### src/rtl/uart_rx_frame_parser_if.sv
// Bus bundle for the UART frame parser: byte input side, locked-frame output side
// and a debug view of the parser state.
//
// Handshakes: Rx_done is a valid-only strobe (Rx_byte qualified in the same cycle, no
// backpressure, ignored while En is low); Frm_valid is held until the consumer raises
// Frm_ack, and the frame is released on the first clock edge where both are high.
interface uart_rx_frame_parser_if;
   logic       En;
   logic [7:0] Rx_byte;
   logic       Rx_done;
   logic       Frm_ack;
   logic [3:0] Rd_addr;
   logic [7:0] Rd_data;
   logic [7:0] Frm_id;
   logic [4:0] Frm_len;
   logic       Frm_valid;
   logic       Frm_err;
   logic [1:0] Err_code;
   logic [7:0] Drop_cnt;
   logic [2:0] dbg_state;

   modport slave (
      input  En, Rx_byte, Rx_done, Frm_ack, Rd_addr,
      output Rd_data, Frm_id, Frm_len, Frm_valid, Frm_err, Err_code, Drop_cnt, dbg_state
   );

   modport master (
      output En, Rx_byte, Rx_done, Frm_ack, Rd_addr,
      input  Rd_data, Frm_id, Frm_len, Frm_valid, Frm_err, Err_code, Drop_cnt, dbg_state
   );
endinterface

### src/rtl/uart_rx_frame_parser.sv
// Parses AA 55 ID LEN payload CHK frames from a UART byte stream into a payload buffer
// and holds a good frame locked until the consumer acknowledges it.
module uart_rx_frame_parser #(
   parameter int unsigned TIMEOUT_CYC = 50000,
   parameter int unsigned MAX_LEN     = 16
) (
   input  logic                   CLK,
   input  logic                   RSTn,
   uart_rx_frame_parser_if.slave  bus
);

   // The buffer is addressed by the 4-bit Rd_addr, so MAX_LEN must not exceed 16.
   localparam int unsigned TO_W      = (TIMEOUT_CYC > 1) ? $clog2(TIMEOUT_CYC) : 1;
   localparam logic [TO_W-1:0] TO_MAX = TO_W'(TIMEOUT_CYC - 1);
   localparam logic [7:0] MAX_LEN_B  = 8'(MAX_LEN);
   localparam logic [7:0] SYNC1      = 8'hAA;
   localparam logic [7:0] SYNC2      = 8'h55;

   typedef enum logic [2:0] {
      S_IDLE    = 3'd0,
      S_HDR2    = 3'd1,
      S_ID      = 3'd2,
      S_LEN     = 3'd3,
      S_PAYLOAD = 3'd4,
      S_CHK     = 3'd5,
      S_LOCK    = 3'd6
   } state_t;

   state_t          state_q, state_d;
   logic [7:0]      id_q, id_d;
   logic [4:0]      len_q, len_d;
   logic [4:0]      idx_q, idx_d;
   logic [7:0]      sum_q, sum_d;
   logic [TO_W-1:0] to_cnt_q, to_cnt_d;
   logic            err_q, err_d;
   logic [1:0]      err_code_q, err_code_d;
   logic [7:0]      drop_q, drop_d;

   logic [7:0]      buf_q [16];
   logic            buf_we;
   logic [3:0]      buf_waddr;
   logic [7:0]      buf_wdata;

   logic            rx_acc;
   logic            counting;
   logic            timeout;

   assign rx_acc   = bus.En & bus.Rx_done;
   assign counting = (state_q == S_HDR2) || (state_q == S_ID) || (state_q == S_LEN) ||
                     (state_q == S_PAYLOAD) || (state_q == S_CHK);
   assign timeout  = counting && (to_cnt_q == TO_MAX);

   // Counter runs only while a frame is in flight; any accepted byte restarts it.
   always_comb begin
      to_cnt_d = to_cnt_q;
      if (!counting || rx_acc || timeout) begin
         to_cnt_d = '0;
      end else begin
         to_cnt_d = to_cnt_q + TO_W'(1);
      end
   end

   always_comb begin
      state_d    = state_q;
      id_d       = id_q;
      len_d      = len_q;
      idx_d      = idx_q;
      sum_d      = sum_q;
      err_d      = 1'b0;
      err_code_d = err_code_q;
      drop_d     = drop_q;
      buf_we     = 1'b0;
      buf_waddr  = idx_q[3:0];
      buf_wdata  = bus.Rx_byte;

      if (timeout) begin
         state_d    = S_IDLE;
         err_d      = 1'b1;
         err_code_d = 2'd3;
      end else begin
         case (state_q)
            S_IDLE: begin
               if (rx_acc && (bus.Rx_byte == SYNC1)) begin
                  state_d = S_HDR2;
               end
            end

            S_HDR2: begin
               if (rx_acc) begin
                  if (bus.Rx_byte == SYNC2) begin
                     state_d = S_ID;
                  end else if (bus.Rx_byte != SYNC1) begin
                     state_d = S_IDLE;
                  end
               end
            end

            S_ID: begin
               if (rx_acc) begin
                  id_d    = bus.Rx_byte;
                  sum_d   = bus.Rx_byte;
                  state_d = S_LEN;
               end
            end

            S_LEN: begin
               if (rx_acc) begin
                  if (bus.Rx_byte > MAX_LEN_B) begin
                     state_d    = S_IDLE;
                     err_d      = 1'b1;
                     err_code_d = 2'd2;
                  end else begin
                     len_d   = bus.Rx_byte[4:0];
                     sum_d   = sum_q + bus.Rx_byte;
                     idx_d   = 5'd0;
                     state_d = (bus.Rx_byte == 8'd0) ? S_CHK : S_PAYLOAD;
                  end
               end
            end

            S_PAYLOAD: begin
               if (rx_acc) begin
                  buf_we = 1'b1;
                  sum_d  = sum_q + bus.Rx_byte;
                  idx_d  = idx_q + 5'd1;
                  if ((idx_q + 5'd1) == len_q) begin
                     state_d = S_CHK;
                  end
               end
            end

            S_CHK: begin
               if (rx_acc) begin
                  if (bus.Rx_byte == sum_q) begin
                     state_d = S_LOCK;
                  end else begin
                     state_d    = S_IDLE;
                     err_d      = 1'b1;
                     err_code_d = 2'd1;
                  end
               end
            end

            S_LOCK: begin
               // Bytes arriving while locked, including in the ack cycle, are counted and lost.
               if (rx_acc && (drop_q != 8'hFF)) begin
                  drop_d = drop_q + 8'd1;
               end
               if (bus.Frm_ack) begin
                  state_d = S_IDLE;
               end
            end

            default: begin
               state_d = S_IDLE;
            end
         endcase
      end
   end

   always_ff @(posedge CLK or negedge RSTn) begin
      if (!RSTn) begin
         state_q    <= S_IDLE;
         id_q       <= 8'd0;
         len_q      <= 5'd0;
         idx_q      <= 5'd0;
         sum_q      <= 8'd0;
         to_cnt_q   <= '0;
         err_q      <= 1'b0;
         err_code_q <= 2'd0;
         drop_q     <= 8'd0;
      end else begin
         state_q    <= state_d;
         id_q       <= id_d;
         len_q      <= len_d;
         idx_q      <= idx_d;
         sum_q      <= sum_d;
         to_cnt_q   <= to_cnt_d;
         err_q      <= err_d;
         err_code_q <= err_code_d;
         drop_q     <= drop_d;
      end
   end

   // Payload storage deliberately survives reset; stale bytes stay readable.
   always_ff @(posedge CLK) begin
      if (buf_we) begin
         buf_q[buf_waddr] <= buf_wdata;
      end
   end

   assign bus.Rd_data   = buf_q[bus.Rd_addr];
   assign bus.Frm_id    = id_q;
   assign bus.Frm_len   = len_q;
   assign bus.Frm_valid = (state_q == S_LOCK);
   assign bus.Frm_err   = err_q;
   assign bus.Err_code  = err_code_q;
   assign bus.Drop_cnt  = drop_q;
   assign bus.dbg_state = state_q;

endmodule

### src/flat_wrapper.sv
// flat-port wrapper written by rule: the top's interface ports become plain ports
module uart_rx_frame_parser_flat 
#(
   parameter int unsigned TIMEOUT_CYC = 50000,
   parameter int unsigned MAX_LEN     = 16
)
  (CLK, RSTn, bus_En, bus_Rx_byte, bus_Rx_done, bus_Frm_ack, bus_Rd_addr, bus_Rd_data, bus_Frm_id, bus_Frm_len, bus_Frm_valid, bus_Frm_err, bus_Err_code, bus_Drop_cnt, bus_dbg_state);
  uart_rx_frame_parser_if bus_i ();
  input  logic CLK;
  input  logic RSTn;
  input wire logic [$bits(bus_i.En)-1:0] bus_En;
  input wire logic [$bits(bus_i.Rx_byte)-1:0] bus_Rx_byte;
  input wire logic [$bits(bus_i.Rx_done)-1:0] bus_Rx_done;
  input wire logic [$bits(bus_i.Frm_ack)-1:0] bus_Frm_ack;
  input wire logic [$bits(bus_i.Rd_addr)-1:0] bus_Rd_addr;
  output wire logic [$bits(bus_i.Rd_data)-1:0] bus_Rd_data;
  output wire logic [$bits(bus_i.Frm_id)-1:0] bus_Frm_id;
  output wire logic [$bits(bus_i.Frm_len)-1:0] bus_Frm_len;
  output wire logic [$bits(bus_i.Frm_valid)-1:0] bus_Frm_valid;
  output wire logic [$bits(bus_i.Frm_err)-1:0] bus_Frm_err;
  output wire logic [$bits(bus_i.Err_code)-1:0] bus_Err_code;
  output wire logic [$bits(bus_i.Drop_cnt)-1:0] bus_Drop_cnt;
  output wire logic [$bits(bus_i.dbg_state)-1:0] bus_dbg_state;
  assign bus_i.En = bus_En;
  assign bus_i.Rx_byte = bus_Rx_byte;
  assign bus_i.Rx_done = bus_Rx_done;
  assign bus_i.Frm_ack = bus_Frm_ack;
  assign bus_i.Rd_addr = bus_Rd_addr;
  assign bus_Rd_data = bus_i.Rd_data;
  assign bus_Frm_id = bus_i.Frm_id;
  assign bus_Frm_len = bus_i.Frm_len;
  assign bus_Frm_valid = bus_i.Frm_valid;
  assign bus_Frm_err = bus_i.Frm_err;
  assign bus_Err_code = bus_i.Err_code;
  assign bus_Drop_cnt = bus_i.Drop_cnt;
  assign bus_dbg_state = bus_i.dbg_state;
  uart_rx_frame_parser #(.TIMEOUT_CYC(TIMEOUT_CYC), .MAX_LEN(MAX_LEN)) u_core (.CLK(CLK), .RSTn(RSTn), .bus(bus_i));
endmodule
### config.mk
export PLATFORM = sky130hd
export DESIGN_NAME = uart_rx_frame_parser_flat
export DESIGN_NICKNAME = d
export VERILOG_FILES = /design/src/rtl/uart_rx_frame_parser_if.sv /design/src/rtl/uart_rx_frame_parser.sv /design/src/flat_wrapper.sv
export SDC_FILE = /design/constraint.sdc
export NUM_CORES = 1
export LEC_CHECK = 0
export CAP_MARGIN = 20
export CORE_MARGIN = 4
export CORE_UTILIZATION = 45
export CTS_CLUSTER_DIAMETER = 80
export DETAILED_ROUTE_END_ITERATION = 6
export PLACE_DENSITY_LB_ADDON = 0.3
export SLEW_MARGIN = 20
export SYNTH_ARGS = -nofsm -noshare
export SYNTH_HDL_FRONTEND = slang
export SYNTH_SLANG_ARGS = --single-unit
### constraint.sdc
create_clock -name CLK -period 3.5 [get_ports CLK]
set_clock_uncertainty 0.15 [all_clocks]
set_input_delay 0.7 -clock CLK [delete_from_list [all_inputs] [get_ports CLK]]
set_output_delay 0.7 -clock CLK [all_outputs]
set_load 0.01 [all_outputs]
==> results.toml <==
[outcome]
status = "complete, no violations"

[floorplanning]
die_x_um = 142.0
initial_utilization_pct = 46.39
fp.dieH_um = 142.0
num_io_pins = 53
coreArea_um2 = 17420
dieArea_um2 = 20160
num_rows = 48

[worst_setup_path]
path_max_fanout = 11
critical_path_class = "input port to output port"
start_kind = "input port"
critPathRequiredTime_ns = 2.65
r2r_start = "u_core.to_cnt_q[0]"
cp.arrival_ns = 2.60
timing.reg2reg.setup_slack_ns = 0.52
r2r_cells = 8
reg2reg_to = "u_core.buf_q[6][2]"
crit_path_end_kind = "output port"

[clock_tree]
cts_setup_buffers = 0
cts_buffers = 17
clock_sinks = 184
cts_root_buffer = "clkbuf_16"
clk_latency_ns = 0.43
cts_buffer_depth = 2
cts_tree = "built"
clk_pin_slew_worst_paths_ns = 0.07
htree_levels = 4

[timing]
setup_ws_ns = 0.04777
tightest_slew_ns = 1.064
slew_headroom_pct = 28.83
hold_violations = 0
max_freq_mhz = 289.7
slew_violations = 0
finalCritPeriodShare_pct = 98.64
fin_crit_ns = 3.452
setup_viol = 0
final.setup.tns_ns = 0

[finish]
drive_gt1_share_pct = 19.78
multi_input_area_um2 = 2720
fillerInstances = 1348
fin_nets = 645
layoutNonFillerInstCount = 852
register_area_um2 = 5245
syn_to_final_growth_pct = 21.19
antenna_cells = 0
fin_util_pct = 56.21

[logic_synthesis]
synth_cells = 528
yosysTopAreaCell = "edfxtp_1"
yosysMostFrequentCell = "edfxtp_1"
synth-seq-cells = 184
postSynthAreaPerCell_um2 = 15.30
synthArstFlopShare_pct = 30.43
syn-num-nets = 559
yosysTopAreaCellShare_pct = 47.58
syn_area_um2 = 8079
synthTopCellsByArea = "edfxtp_1 (48%), dfrtp_1 (17%), mux4_2 (11%), xnor2_1 (2.1%), nor2_1 (2.0%)"
yosysSeqAreaShare_pct = 64.92
synthFlopType = "edfxtp_1"
synth_common_cells = "edfxtp_1 (128), dfrtp_1 (56), nor2_1 (44)"
synth-edff-count = 128
yosys_warnings = 0
yosysUniqueCellTypes = 55

[routing]
first_pass_iters = 5
wl_per_cell_um = 21.28
num_vias = 4887
via_per_inst = 5.736
ant_nets = 0
drc = 0
drt-initial-drc-count = 322
drt_wl_total_um = 18130

[pwr]
total_power_uw = 4630
peakVddDrop_mv = 0.3753
p_leak_uw = 0.003602
p_per_area_nw_per_um2 = 472.9

[hold_path]
min_path_type = "input port to async pin"

[grt]
grt_first_pass_wirelength_um = 28700
first_global_vias = 5053
antenna_found_initial = 0
grtUsageTotal_pct = 18.96
grt_max_degree = 24
grt_overflow = 0

[placed_design]
dpl.cell_count = 818
dpl.hpwl_um = 12300
place_congestion = 0.8870
dp_slack_ns = -0.1464
port-buffer-count = 52

[flow_run]
drv_cap = 0
==> power by group <==
part           total [µW]  switching [µW]  leakage [µW]  internal [µW]
sequential           2340            4.71       0.00190           2340
clock                2020             819      0.000297           1210
combinational         265             139       0.00140            126
==> logic make-up after synthesis <==
kind of cell	after synthesis	share of synthesized area (%)
compound gates	58	4.522
mux	54	13.35
simple gates	158	10.28
flops	184	64.92
buf+inv	32	1.626
fa+ha+maj	14	2.261
xor+xnor	28	3.036
==> metal layers <==
layer	routed length, µm	part of all wire [%]	GRT usage (%)
met2	8991	50	30.58
met3	1072	5.9	4.906
met4	261	1.4	5.758
met5	0	0	0
met1	7802	43	25.56
==> through the flow <==
stage               hold WS, ns  cell area, µm²
global placement         0.2919            9097
CTS                     0.06971            9753
global route            0.08717            9791
finish                  0.08068            9791
detailed placement       0.3174            9109
floorplan                0.2544            8079
==> how the worst max path moves through the flow <==
stage,start,to,slack [ns]
global placement,bus_Rd_addr[1],bus_Rd_data[3],-0.11
floorplan,bus_Rd_addr[0],bus_Rd_data[0],0.13
global route,bus_Rd_addr[0],bus_Rd_data[4],-0.001
finish,bus_Rd_addr[0],bus_Rd_data[4],0.05
detailed placement,bus_Rd_addr[1],bus_Rd_data[4],-0.15
CTS,bus_Rd_addr[0],bus_Rd_data[4],0.01
==> what timing repair did <==
| item | in CTS | in global routing |
|---|---|---|
| resized for setup | 7 | 1 |
| cloned | 1 | 1 |
| endpoints found under the setup margin | 8 | 2 |
| hold buffers | 0 | 0 |
==> state kept, by name, indices dropped and copies added (netlist names), 2 cells and up <==
signal,flops
u_core.bus.Frm_len,5
u_core.bus.dbg_state,3
u_core.buf_q,128
u_core.bus.Err_code,2
u_core.sum_q,8
u_core.bus.Drop_cnt,8
u_core.idx_q,5
u_core.bus.Frm_id,8
u_core.to_cnt_q,16
==> critical path, cell delays in order <==
cell and delay (ns):
buf_2 0.18, buf_12 0.18, mux4_2 0.52, mux4_2 0.51, clkdlybuf4s50_1 0.50
==> layout make-up <==
cell class	count	share of cell area [%]
clock buffer	19	4.422
sequential	184	53.57
timing repair buffer	88	8.971
multi-input combinational	312	27.78
inverter	11	0.4217
tap	225	2.875
clock inverter	13	1.955
==> layout by cell type (no fill, tap or decap), types with 5 or more instances in the layout <==
| master | instances |
|---|---|
| mux2_4 | 6 |
| nor2b_1 | 6 |
| edfxtp_1 | 128 |
| o211ai_1 | 6 |
| or3_1 | 6 |
| inv_1 | 11 |
| mux4_2 | 40 |
| xnor2_1 | 19 |
| ha_1 | 13 |
| and4_1 | 5 |
| buf_12 | 5 |
| o21ai_0 | 16 |
| xor2_1 | 9 |
| nor2_1 | 43 |
| buf_4 | 28 |
| clkbuf_16 | 18 |
| and3_1 | 10 |
| nor4_1 | 5 |
| nand2_1 | 34 |
| dfrtp_1 | 56 |
| mux2_2 | 6 |
| dlygate4sd2_1 | 5 |
| nor3_1 | 9 |
| clkdlybuf4s50_1 | 44 |
| a21oi_1 | 14 |
| nand3_1 | 15 |
| a31oi_1 | 6 |
Power figures use the tool's default switching activity.
==> patch (same flow settings) <==
`TIMEOUT_CYC` is set to 50000 in 2 places; all go to 25000.
--- a/src/rtl/uart_rx_frame_parser.sv
+++ b/src/rtl/uart_rx_frame_parser.sv
@@ -2,5 +2,5 @@
 // and holds a good frame locked until the consumer acknowledges it.
 module uart_rx_frame_parser #(
-   parameter int unsigned TIMEOUT_CYC = 50000,
+   parameter int unsigned TIMEOUT_CYC = 25000,
    parameter int unsigned MAX_LEN     = 16
 ) (
--- a/src/flat_wrapper.sv
+++ b/src/flat_wrapper.sv
@@ -2,5 +2,5 @@
 module uart_rx_frame_parser_flat 
 #(
-   parameter int unsigned TIMEOUT_CYC = 50000,
+   parameter int unsigned TIMEOUT_CYC = 25000,
    parameter int unsigned MAX_LEN     = 16
 )
Function: no difference found for any inputs over 4 cycles, from zero or initial values and one cycle with RSTn low; that may be too few to reach the edited logic, so the function may still have changed.
==> patch against the unedited design <==
  * Design area fell by 1.3%
  * Synthesized area barely moved
  * Core utilization fell by 0.71 points
  * Sequential cell count fell by 1
  * Final cell count fell by 1.8%
  * Total power rose by 2.3%
  * Die area barely moved
  * Sequential power rose by 2%
  * Routed wire length fell by 0.73%
  * Via count fell by 4.1%
  * Setup slack improved by 30 ps
  * Largest cell class unchanged
==> patch: results (changes against the unedited design) <==
| Metric | Value |
|---|---|
| Outcome | `finished, final reports clean` |
| Top Registers | `u_core.buf_q: 128 flops, u_core.to_cnt_q: 15 flops` |
| FF-to-FF setup slack | `550 ps (+30 ps)` |
| Initial antenna violation count | `0 (unchanged)` |
| Syn_nets | `549 (-1.8%)` |
| Vias in the first global route | `4820 (-4.6%)` |
| RePlAce Congestion | `0.804 (-9.4%)` |
| Mux contribution to synthesized area | `13.9% (+0.57 points)` |
| Top post-synthesis cells by area | `edfxtp_1, dfrtp_1, mux4_2, ha_1, xnor2_1` |
| Iter 0 DRT Violations | `363 (+13%)` |
| Unique masters post-synth | `58 (+5.5%)` |
| Post-layout min period | `3420 ps (-30.5 ps)` |
| Synth Area in Adders | `2.26% (about the same)` |
| Worst Hold Margin | `98.1 ps (+17.4 ps)` |
| Synth top cells by count | `edfxtp_1, dfrtp_1, mux4_2` |
| Peak VDD IR | `0.366 mV (-2.6%)` |
| Critical path's top delay family | `buffers and inverters` |
| DP Wirelength | `12300 um (-0.26%)` |
| Async S/R FF share, synth | `30.1% (-0.38 points)` |
| R2R cell count | `4 (-4)` |
| RR Endpoint | `u_core.buf_q[8][0]` |
| DR WL met2 | `9030 um (+0.46%)` |
| Placed Instance Area | `9060 sq um (-0.58%)` |
| Worst-margin pin slew | `701 ps (-363 ps)` |
| Starting Density | `46.3% (about the same)` |
| Via density | `5.60 (-2.4%)` |
| XOR/XNOR Fraction of Synth Area | `3.04% (about the same)` |
| Critical Path Fanout Max | `16 (+5)` |
| Crit path to | `bus_Rd_data[5]` |
| Largest net degree at the start of global routing | `35 (+46%)` |
| First-pass GRT wire length | `28700 um (about the same)` |
| Routed met1 length | `7940 um (+1.7%)` |
| Dpl cells | `804 (-1.7%)` |
| Fin nets | `630 (-2.3%)` |
| GR Layer Usage met2 | `31.5% (+0.87 points)` |
| Crit path max-delay cell type | `clkdlybuf4s50_1` |
| Setup WS pre-CTS | `-136 ps (+10.9 ps)` |
| Reg2reg start | `u_core.bus.dbg_state[1]` |
| Final non-filler cell total | `837 (-1.8%)` |
| Met3 routed WL | `804 um (-25%)` |
| Register area share after synthesis | `64.7% (-0.25 points)` |
| Final wirelength | `18000 um (-0.73%)` |
| CP startpoint | `bus_Rd_addr[1]` |
| Synthesized area per cell | `15.6 sq um (+1.8%)` |
| Gr usage total | `19.0% (+0.063 points)` |
| GR Util met1 | `26.0% (+0.42 points)` |
| Complex-gate fraction of the synthesized area | `4.91% (+0.39 points)` |
| DRC | `0 (unchanged)` |
| Crit path largest cell delay | `490 ps (-30 ps)` |
| Leakage | `0.00358 uW (-0.71%)` |
-- patch: cell types whose count changed in the layout (fill, tap and decap cells not counted), sizes merged, moves of 4 or more --
cell,change
a21oi,-5
and2,+13
and3,-4
nand2,-6
nand3,-5
nand4,+4
nor2,-11
o211ai,-4
o21ai,+6
or3,-5
xnor2,-5
xor2,+5
-- patch: timing repair --
action                                  in CTS  in global routing
setup buffers                                0                  0
endpoints found under the setup margin       8                  0
gates resized for setup                      4                  0
-- patch: cell type report --
type / count / area [sq um]
clock buffers: 18 / 429
clock inverters: 14 / 154
fillers: 1373 / 7750
inverters: 8 / 30.0
multi-input cells: 304 / 2710
flip-flops and latches: 183 / 5220
well taps: 225 / 282
repair buffers: 85 / 841
-- patch: report_power, final --
| part | switching (uW) | internal, uW |
|---|---|---|
| sequential | 31.3 | 2350 |
| clock | 871 | 1010 |
| combinational | 254 | 214 |
